$ cat src/rtl/dense_pkg.sv
// Shared types and elaboration-time helpers for the dense-layer lane serializer.
// Per-lane width/shift tables are packed 8 bits per lane, lane 0 at the LSBs.
package dense_pkg;

  localparam int MAX_LANES = 256;
  localparam int TABLE_W   = 8 * MAX_LANES;

  typedef enum logic {
    ST_IDLE = 1'b0,
    ST_SEND = 1'b1
  } state_e;

  // Bit offset of lane i inside the packed input frame.
  function automatic int lane_offset(input logic [TABLE_W-1:0] widths, input int i);
    int off;
    off = 0;
    for (int k = 0; k < MAX_LANES; k++) begin
      if (k < i) off += int'(widths[8*k +: 8]);
    end
    return off;
  endfunction

  function automatic int sum_widths(input logic [TABLE_W-1:0] widths, input int n);
    return lane_offset(widths, n);
  endfunction

  function automatic int clog2(input int v);
    int r;
    r = 0;
    for (int k = 0; k < 31; k++) begin
      if ((1 << k) < v) r = k + 1;
    end
    return r;
  endfunction

endpackage

$ cat src/rtl/dense_lane_align.sv
// Aligns one lane to the common fixed-point format: extend to LANE_W, then
// shift left to restore the LSBs the core dropped. Pure wiring.
module dense_lane_align #(
  parameter int WIDTH  = 8,
  parameter int SHIFT  = 0,
  parameter int LANE_W = 8,
  parameter bit SIGNED = 1'b1
) (
  input  logic [WIDTH-1:0]  lane_in,
  output logic [LANE_W-1:0] lane_out
);

  logic [LANE_W-1:0] ext;

  if (SIGNED) begin : g_sext
    assign ext = LANE_W'(signed'(lane_in));
  end else begin : g_zext
    assign ext = LANE_W'(lane_in);
  end

  assign lane_out = ext << SHIFT;

endmodule

$ cat src/rtl/dense_lane_serializer.sv
// Captures one packed variable-width result frame, aligns every lane and
// streams the lanes out as fixed-size beats over a valid/ready bus.
module dense_lane_serializer
  import dense_pkg::*;
#(
  parameter int                   N_LANES        = 32,
  parameter int                   LANE_W         = 47,
  parameter int                   LANES_PER_BEAT = 4,
  parameter logic [8*N_LANES-1:0] LANE_WIDTHS    = {32{8'd43}},
  parameter logic [8*N_LANES-1:0] LANE_SHIFTS    = {32{8'd4}},
  parameter bit                   SIGNED         = 1'b1,
  localparam int IN_W       = sum_widths(TABLE_W'(LANE_WIDTHS), N_LANES),
  localparam int NUM_BEATS  = (LANES_PER_BEAT > 0) ?
                              (N_LANES + LANES_PER_BEAT - 1) / LANES_PER_BEAT : 1,
  localparam int BEAT_IDX_W = (clog2(NUM_BEATS) > 0) ? clog2(NUM_BEATS) : 1
) (
  input  logic                               clk,
  input  logic                               rst_n,
  input  logic                               in_valid,
  output logic                               in_ready,
  input  logic [IN_W-1:0]                    in_data,
  output logic                               out_valid,
  input  logic                               out_ready,
  output logic [LANES_PER_BEAT*LANE_W-1:0]   out_data,
  output logic                               out_last,
  output logic [BEAT_IDX_W-1:0]              out_beat
);

  localparam int BEAT_W  = LANES_PER_BEAT * LANE_W;
  localparam int FRAME_W = N_LANES * LANE_W;
  localparam int PAD_W   = NUM_BEATS * BEAT_W;
  localparam logic [TABLE_W-1:0] WIDTHS_T = TABLE_W'(LANE_WIDTHS);
  localparam logic [TABLE_W-1:0] SHIFTS_T = TABLE_W'(LANE_SHIFTS);

  if (LANES_PER_BEAT == 0) begin : g_bad_lpb
    $error("LANES_PER_BEAT must be non-zero");
  end
  if (N_LANES == 0 || N_LANES > MAX_LANES) begin : g_bad_lanes
    $error("N_LANES=%0d outside 1..%0d", N_LANES, MAX_LANES);
  end

  logic [FRAME_W-1:0]    aligned;
  logic [FRAME_W-1:0]    frame_q;
  logic [PAD_W-1:0]      padded;
  logic [BEAT_IDX_W-1:0] beat_idx, beat_d;
  state_e                state_q, state_d;
  logic                  load;
  logic                  is_last;

  for (genvar i = 0; i < N_LANES; i++) begin : g_lane
    localparam int W   = int'(WIDTHS_T[8*i +: 8]);
    localparam int S   = int'(SHIFTS_T[8*i +: 8]);
    localparam int OFF = lane_offset(WIDTHS_T, i);
    if (W == 0 || W + S > LANE_W) begin : g_bad
      $error("lane %0d: width %0d shift %0d does not fit LANE_W %0d", i, W, S, LANE_W);
    end else begin : g_ok
      dense_lane_align #(
        .WIDTH (W),
        .SHIFT (S),
        .LANE_W(LANE_W),
        .SIGNED(SIGNED)
      ) u_align (
        .lane_in (in_data[OFF +: W]),
        .lane_out(aligned[i*LANE_W +: LANE_W])
      );
    end
  end

  // Lanes past N_LANES in the final beat read as zero via the padding.
  assign padded  = PAD_W'(frame_q);
  assign is_last = (beat_idx == BEAT_IDX_W'(NUM_BEATS - 1));

  // NOTE: every output of this block gets a default first, so no path leaves
  // a variable unassigned and no latch is inferred.
  always_comb begin
    state_d   = state_q;
    beat_d    = beat_idx;
    load      = 1'b0;
    in_ready  = 1'b0;
    out_valid = 1'b0;
    unique case (state_q)
      ST_IDLE: begin
        in_ready = 1'b1;
        if (in_valid) begin
          load    = 1'b1;
          beat_d  = '0;
          state_d = ST_SEND;
        end
      end
      ST_SEND: begin
        out_valid = 1'b1;
        if (out_ready) begin
          if (!is_last) begin
            beat_d = beat_idx + BEAT_IDX_W'(1);
          end else begin
            in_ready = 1'b1;
            beat_d   = '0;
            if (in_valid) load    = 1'b1;
            else          state_d = ST_IDLE;
          end
        end
      end
      default: state_d = ST_IDLE;
    endcase
  end

  always_comb begin
    out_data = '0;
    if (state_q == ST_SEND) out_data = padded[int'(beat_idx)*BEAT_W +: BEAT_W];
  end

  assign out_last = (state_q == ST_SEND) && is_last;
  assign out_beat = beat_idx;

  // NOTE: state uses non-blocking assignments; the frame buffer is reset too,
  // so out_data is defined as zero straight out of reset.
  always_ff @(posedge clk or negedge rst_n) begin
    if (!rst_n) begin
      state_q  <= ST_IDLE;
      beat_idx <= '0;
      frame_q  <= '0;
    end else begin
      state_q  <= state_d;
      beat_idx <= beat_d;
      if (load) frame_q <= aligned;
    end
  end

endmodule

$ cat config.mk
export PLATFORM = sky130hd
export DESIGN_NAME = dense_lane_serializer
export DESIGN_NICKNAME = d
export VERILOG_FILES = /design/src/rtl/dense_pkg.sv /design/src/rtl/dense_lane_align.sv /design/src/rtl/dense_lane_serializer.sv
export SDC_FILE = /design/constraint.sdc
export NUM_CORES = 2
export LEC_CHECK = 0
export ABC_AREA = 1
export BUFFER_PORTS_ARGS = -buffer_cell sky130_fd_sc_hd__buf_2
export CORE_AREA = 10 10 600 602
export CTS_BUF_LIST = sky130_fd_sc_hd__clkbuf_4
export CTS_CLUSTER_DIAMETER = 60
export DETAILED_ROUTE_END_ITERATION = 7
export DIE_AREA = 0 0 610 612
export REMOVE_ABC_BUFFERS = 1
export SLEW_MARGIN = 20
export SYNTH_ARGS = -nofsm -noshare
export SYNTH_HDL_FRONTEND = slang
export SYNTH_SLANG_ARGS = --single-unit
$ cat constraint.sdc
create_clock -name clk -period 2.13 [get_ports clk]
set_input_delay 0.213 -clock clk [delete_from_list [all_inputs] [get_ports clk]]
set_output_delay 0.213 -clock clk [all_outputs]
set_load 0.01 [all_outputs]
==> metrics.yaml, run 1 <==
logic_synthesis:
  yosysSeqAreaShare: 0.489
  synth_cells: 9061
  yosysTopAreaCell: "dfrtp_1"
  ys_ff_latch: 1380
  ys_warn_count: 0
  synth_edf_count: 0
  synth_most_common_cell: "nand2_1"
  yosys-top-cells-count: "1724 x nand2_1, 1720 x nor2_1, 1380 x dfrtp_1, 1380 x inv_1, 863 x nand3_1"
  synthArstFlopShare: 1.00
  synth.area.top_cells: "dfrtp_1 49%, nand2_1 9.2%, nor2_1 9.1%, a21oi_2 8.5%, inv_1 7.3%"
  syn_area_per_cell_um2: 7.80
  ys.flop_type: "dfrtp_1"
  synth.distinct_cells: 20
  syn-cell-area_mm2: 0.0707
  post-synth-top-area-fraction: 0.489
clocking:
  ctsHtreeMaxLevel: 5
  cts_hold_buf: 3219
  cts-resized-gates: 382
  clock_sinks: 1380
  clock_path_buffers: 4
  numCtsBuffers: 402
  postCtsSetupBuffers: 29
  ctsRootBufferMaster: "clkbuf_4"
die:
  die_height_um: 612
  io-pin-count: 1574
  start_util: 0.203
  rows: 217
  die_x_um: 610
placed_design:
  hpwl_mm: 291
  dpl_cell_area_mm2: 0.0877
  globalplace.congestion: 0.928
  port_buffers: 1557
outcome:
  tool.error: "[ERROR RSZ-0060] Max buffer count reached."
  status: "did not finish"
  stop_stage: "clock tree synthesis (4_1_cts)"
-- per-stage QoR --
stage | hold WS, ns | setup WS [ns] | instances | utilization | TNS (ns)
2_1_floorplan | -0.0826 | -29.69 | 8468 | - | -
3_5_place_dp | 0.185 | -0.421 | 15334 | 0.252 | -54.35
3_3_place_gp | 0.191 | -0.444 | 15334 | 0.252 | -54.71
-- logic make-up after synthesis --
group	count (synthesis)	share of synthesized area
fa+ha+maj	2	0.000354
compound gates	1380	0.134
buf+inv	1989	0.133
other cells	1	0.0000531
flops	1380	0.489
simple gates	4309	0.244
==> inputs of run 2 (changes only) <==
--- a/config.mk
+++ b/config.mk
@@ -7,11 +7,10 @@
 export LEC_CHECK = 0
 export ABC_AREA = 1
 export BUFFER_PORTS_ARGS = -buffer_cell sky130_fd_sc_hd__buf_2
-export CORE_AREA = 10 10 600 602
-export CTS_BUF_LIST = sky130_fd_sc_hd__clkbuf_4
-export CTS_CLUSTER_DIAMETER = 60
+export CORE_MARGIN = 10
+export CORE_UTILIZATION = 20
 export DETAILED_ROUTE_END_ITERATION = 7
-export DIE_AREA = 0 0 610 612
+export PLACE_DENSITY_LB_ADDON = 0.15
 export REMOVE_ABC_BUFFERS = 1
 export SLEW_MARGIN = 20
 export SYNTH_ARGS = -nofsm -noshare
==> run 2 against run 1 <==
Net effect: the flow now finishes, with violations (negative setup slack); synthesized cell count did not move; area after synthesis unchanged.
==> metrics.yaml, run 2 <==
outcome:
  status: "finished, violations left"  # was did not finish
  violations: "negative setup slack"
setup_path:
  rr_worst_depth: 10
  start_kind: "flip-flop"
  cp.arrival_ns: 2.79
  r2r_end: "frame_q[697]$_DFFE_PN0P_"
  reg2reg_from: "out_beat[0]$_DFFE_PN0P_"
  r2r_slack_ns: -0.24
  end_kind: "output pin"
  cp.required_ns: 1.92
  crit_start: "out_beat[0]$_DFFE_PN0P_"
  crit_fanout: 7
  endpoint: "out_data[69]"
  critical_path_class: "reg2out"
die:
  coreArea_mm2: 0.352
  die_x_um: 614  # was 610 um
  die_area_mm2: 0.378
  rows: 218  # was 217
  io-pin-count: 1574  # unchanged
  start_util: 0.201  # was 0.203
  die_height_um: 614  # was 612 um
logic_synthesis:
  synth_most_common_cell: "nand2_1"  # unchanged
  yosys-top-cells-count: "1724 x nand2_1, 1720 x nor2_1, 1380 x dfrtp_1, 1380 x inv_1, 863 x nand3_1"  # unchanged
  ys_ff_latch: 1380  # unchanged
  yosysTopAreaCell: "dfrtp_1"  # unchanged
  post-synth-top-area-fraction: 0.489  # unchanged
  synth_cells: 9061  # unchanged
  syn-cell-area_mm2: 0.0707  # unchanged
  yosysSeqAreaShare: 0.489  # unchanged
  ys.flop_type: "dfrtp_1"  # unchanged
  syn_area_per_cell_um2: 7.80  # unchanged
  synth.distinct_cells: 20  # unchanged
  ys_warn_count: 0  # unchanged
  synthArstFlopShare: 1.00  # unchanged
  synth.area.top_cells: "dfrtp_1 49%, nand2_1 9.2%, nor2_1 9.1%, a21oi_2 8.5%, inv_1 7.3%"  # unchanged
  synth_edf_count: 0  # unchanged
finish:
  largest_register_ffs: 1376
  fill_cells: 37489
  top_register: "frame_q"
  regArea_mm2: 0.0345
  layout_commonest_cell: "nand2_1"
  layout.nets: 13594
  multi_input_area_mm2: 0.0284
  drive_above_1_share: 0.285
  area_delta_synth_final_pct: 56.4
  layout_common_cells: "1617 x nand2_1, 1572 x nor2_1, 1501 x buf_2"
clocking:
  clock_sinks: 1380  # unchanged
  cts_tree: "done"
  ctsHtreeMaxLevel: 4  # was 5
  clk_latency_ns: 0.87
  clock_path_buffers: 4  # unchanged
  ctsRootBufferMaster: "clkbuf_16"  # was clkbuf_4
  clk_pin_slew_ns: 0.05
  numCtsBuffers: 183  # was 402
min_path:
  hold_class: "in2reg"
detailed_routing:
  drt_iter0_markers: 4590
  detail-route-antenna-nets: 0
  wl_mm: 366
  vias_per_cell: 4.20
  firstDrtPassIters: 8
  post-route-drc-count: 0
  routedWlPerCell_um: 21.4
  via_count: 71781
sta:
  finalHoldViolCount: 0
  finalCritPeriodShare: 1.41
  min_period_ns: 3.01
  whs_ns: 0.127
  rsz0062_at_grt: "true"
  fmax_ghz: 0.333
  tightest_slew_ns: 0.566
  max-slew-margin-rel: 0.623
  fin_setup_tns_ns: -301.49
  setup_viol: 1487
  fin_skew_ns: 0.0440
  slew_violations: 0
  setup_ws_ns: -0.876
power:
  cellLeakagePower_nw: 56.4
  p_per_area_mw_per_mm2: 1400
  ir_drop_mv: 0.748
placed_design:
  hpwl_mm: 262  # was 291 mm
  port_buffers: 1557  # unchanged
  globalplace.congestion: 0.851  # was 0.928
global_routing:
  use_met1: 0.225
  grt.overflow.total: 0
  busiest_layer: "met2"
  grt_use_total: 0.183
  antenna_found_initial: 49
  grt_max_degree: 76
  grt_pass1_vias: 75990
  grt_use_met3: 0.0252
  grt_first_pass_wirelength_mm: 526
  use_met2: 0.310
job:
  cap_violations: 0
[run 2: through the flow]
step | power (mW) | cells | instance area, um^2 | utilization | setup slack, ns
floorplan | 71.2 | 8468 | 66600 | - | -29.69
finish | 154 | 17110 | 111000 | 0.314 | -0.876
CTS | 153 | 17046 | 109000 | 0.308 | -1.04
global placement | 111 | 15278 | 86400 | 0.245 | -0.521
global route | 165 | 17106 | 111000 | 0.314 | -1.05
detailed placement | 112 | 15278 | 86400 | 0.245 | -0.518
[run 2: timing repair]
| item | CTS | global route |
|---|---|---|
| hold endpoints to repair | 2400 | 0 |
| hold buffers | 1380 | 0 |
| resized for setup | 340 | 352 |
| setup endpoints to repair | 1519 | 1545 |
| gates cloned | 29 | 23 |
| buffers inserted | 35 | 20 |
| pin swaps | 37 | 56 |
[run 2: logic make-up (layout without fill, tap and decap cells)]
family | after synthesis | in the layout | share of synthesized area
other | 1 | 44 | 0.0000531
AND/OR/NAND/NOR | 4309 | 4309 | 0.244
buffers and inverters | 1989 | 5265 | 0.133
AO/OA/AOI/OAI | 1380 | 1380 | 0.134
flip-flops | 1380 | 1380 | 0.489
adder cells (fa/ha/maj) | 2 | 2 | 0.000354
[run 2: worst max-delay path, cell delays in order (launching register included)]
cell and delay, ns:
dfrtp_4 0.54, inv_12 0.10, buf_12 0.16, buf_16 0.16, buf_12 0.17, buf_12 0.12, buf_16 0.13, nand2_1 0.06
nand3_2 0.06, nand3_1 0.08, nand2_1 0.07, nor2_2 0.11, buf_2 0.15
[run 2: power breakdown]
| group | internal, mW | switching [mW] |
|---|---|---|
| sequential | 39.2 | 3.27 |
| combinational | 32.0 | 48.6 |
| clock | 18.4 | 12.9 |
| total | 89.6 | 64.8 |
[run 2: cell type report]
type / instances / share of cell area
Clock inverter: 38 / 0.00351
Timing Repair Buffer: 3558 / 0.275
Clock buffer: 287 / 0.0502
Sequential cell: 1380 / 0.313
Antenna cell: 28 / 0.000634
Multi-Input combinational cell: 5707 / 0.257
Inverter: 1381 / 0.0472
Tap cell: 4730 / 0.0535
Timing Repair inverter: 1 / 0.000181
[run 2: worst min-delay path by stage]
stage,from,slack (ns),depth (start not counted),to
2_1_floorplan,rst_n,-0.08,0,frame_q[1000]$_DFFE_PN0P_
5_1_grt,in_data[448],0.07,4,frame_q[492]$_DFFE_PN0P_
6_report,in_data[492],0.13,4,frame_q[540]$_DFFE_PN0P_
3_5_place_dp,rst_n,0.16,1,frame_q[743]$_DFFE_PN0P_
3_3_place_gp,rst_n,0.16,1,frame_q[743]$_DFFE_PN0P_
4_1_cts,in_data[741],0.01,4,frame_q[813]$_DFFE_PN0P_
[run 2: routing by layer]
| layer | up-vias | share of wire |
|---|---|---|
| met5 | - | 0.00019 |
| met1 | 34834 | 0.42 |
| li1 | 34096 | - |
| met3 | 797 | 0.039 |
| met4 | 10 | 0.066 |
| met2 | 2044 | 0.48 |
No activity file was read; power rests on OpenSTA's default activity.
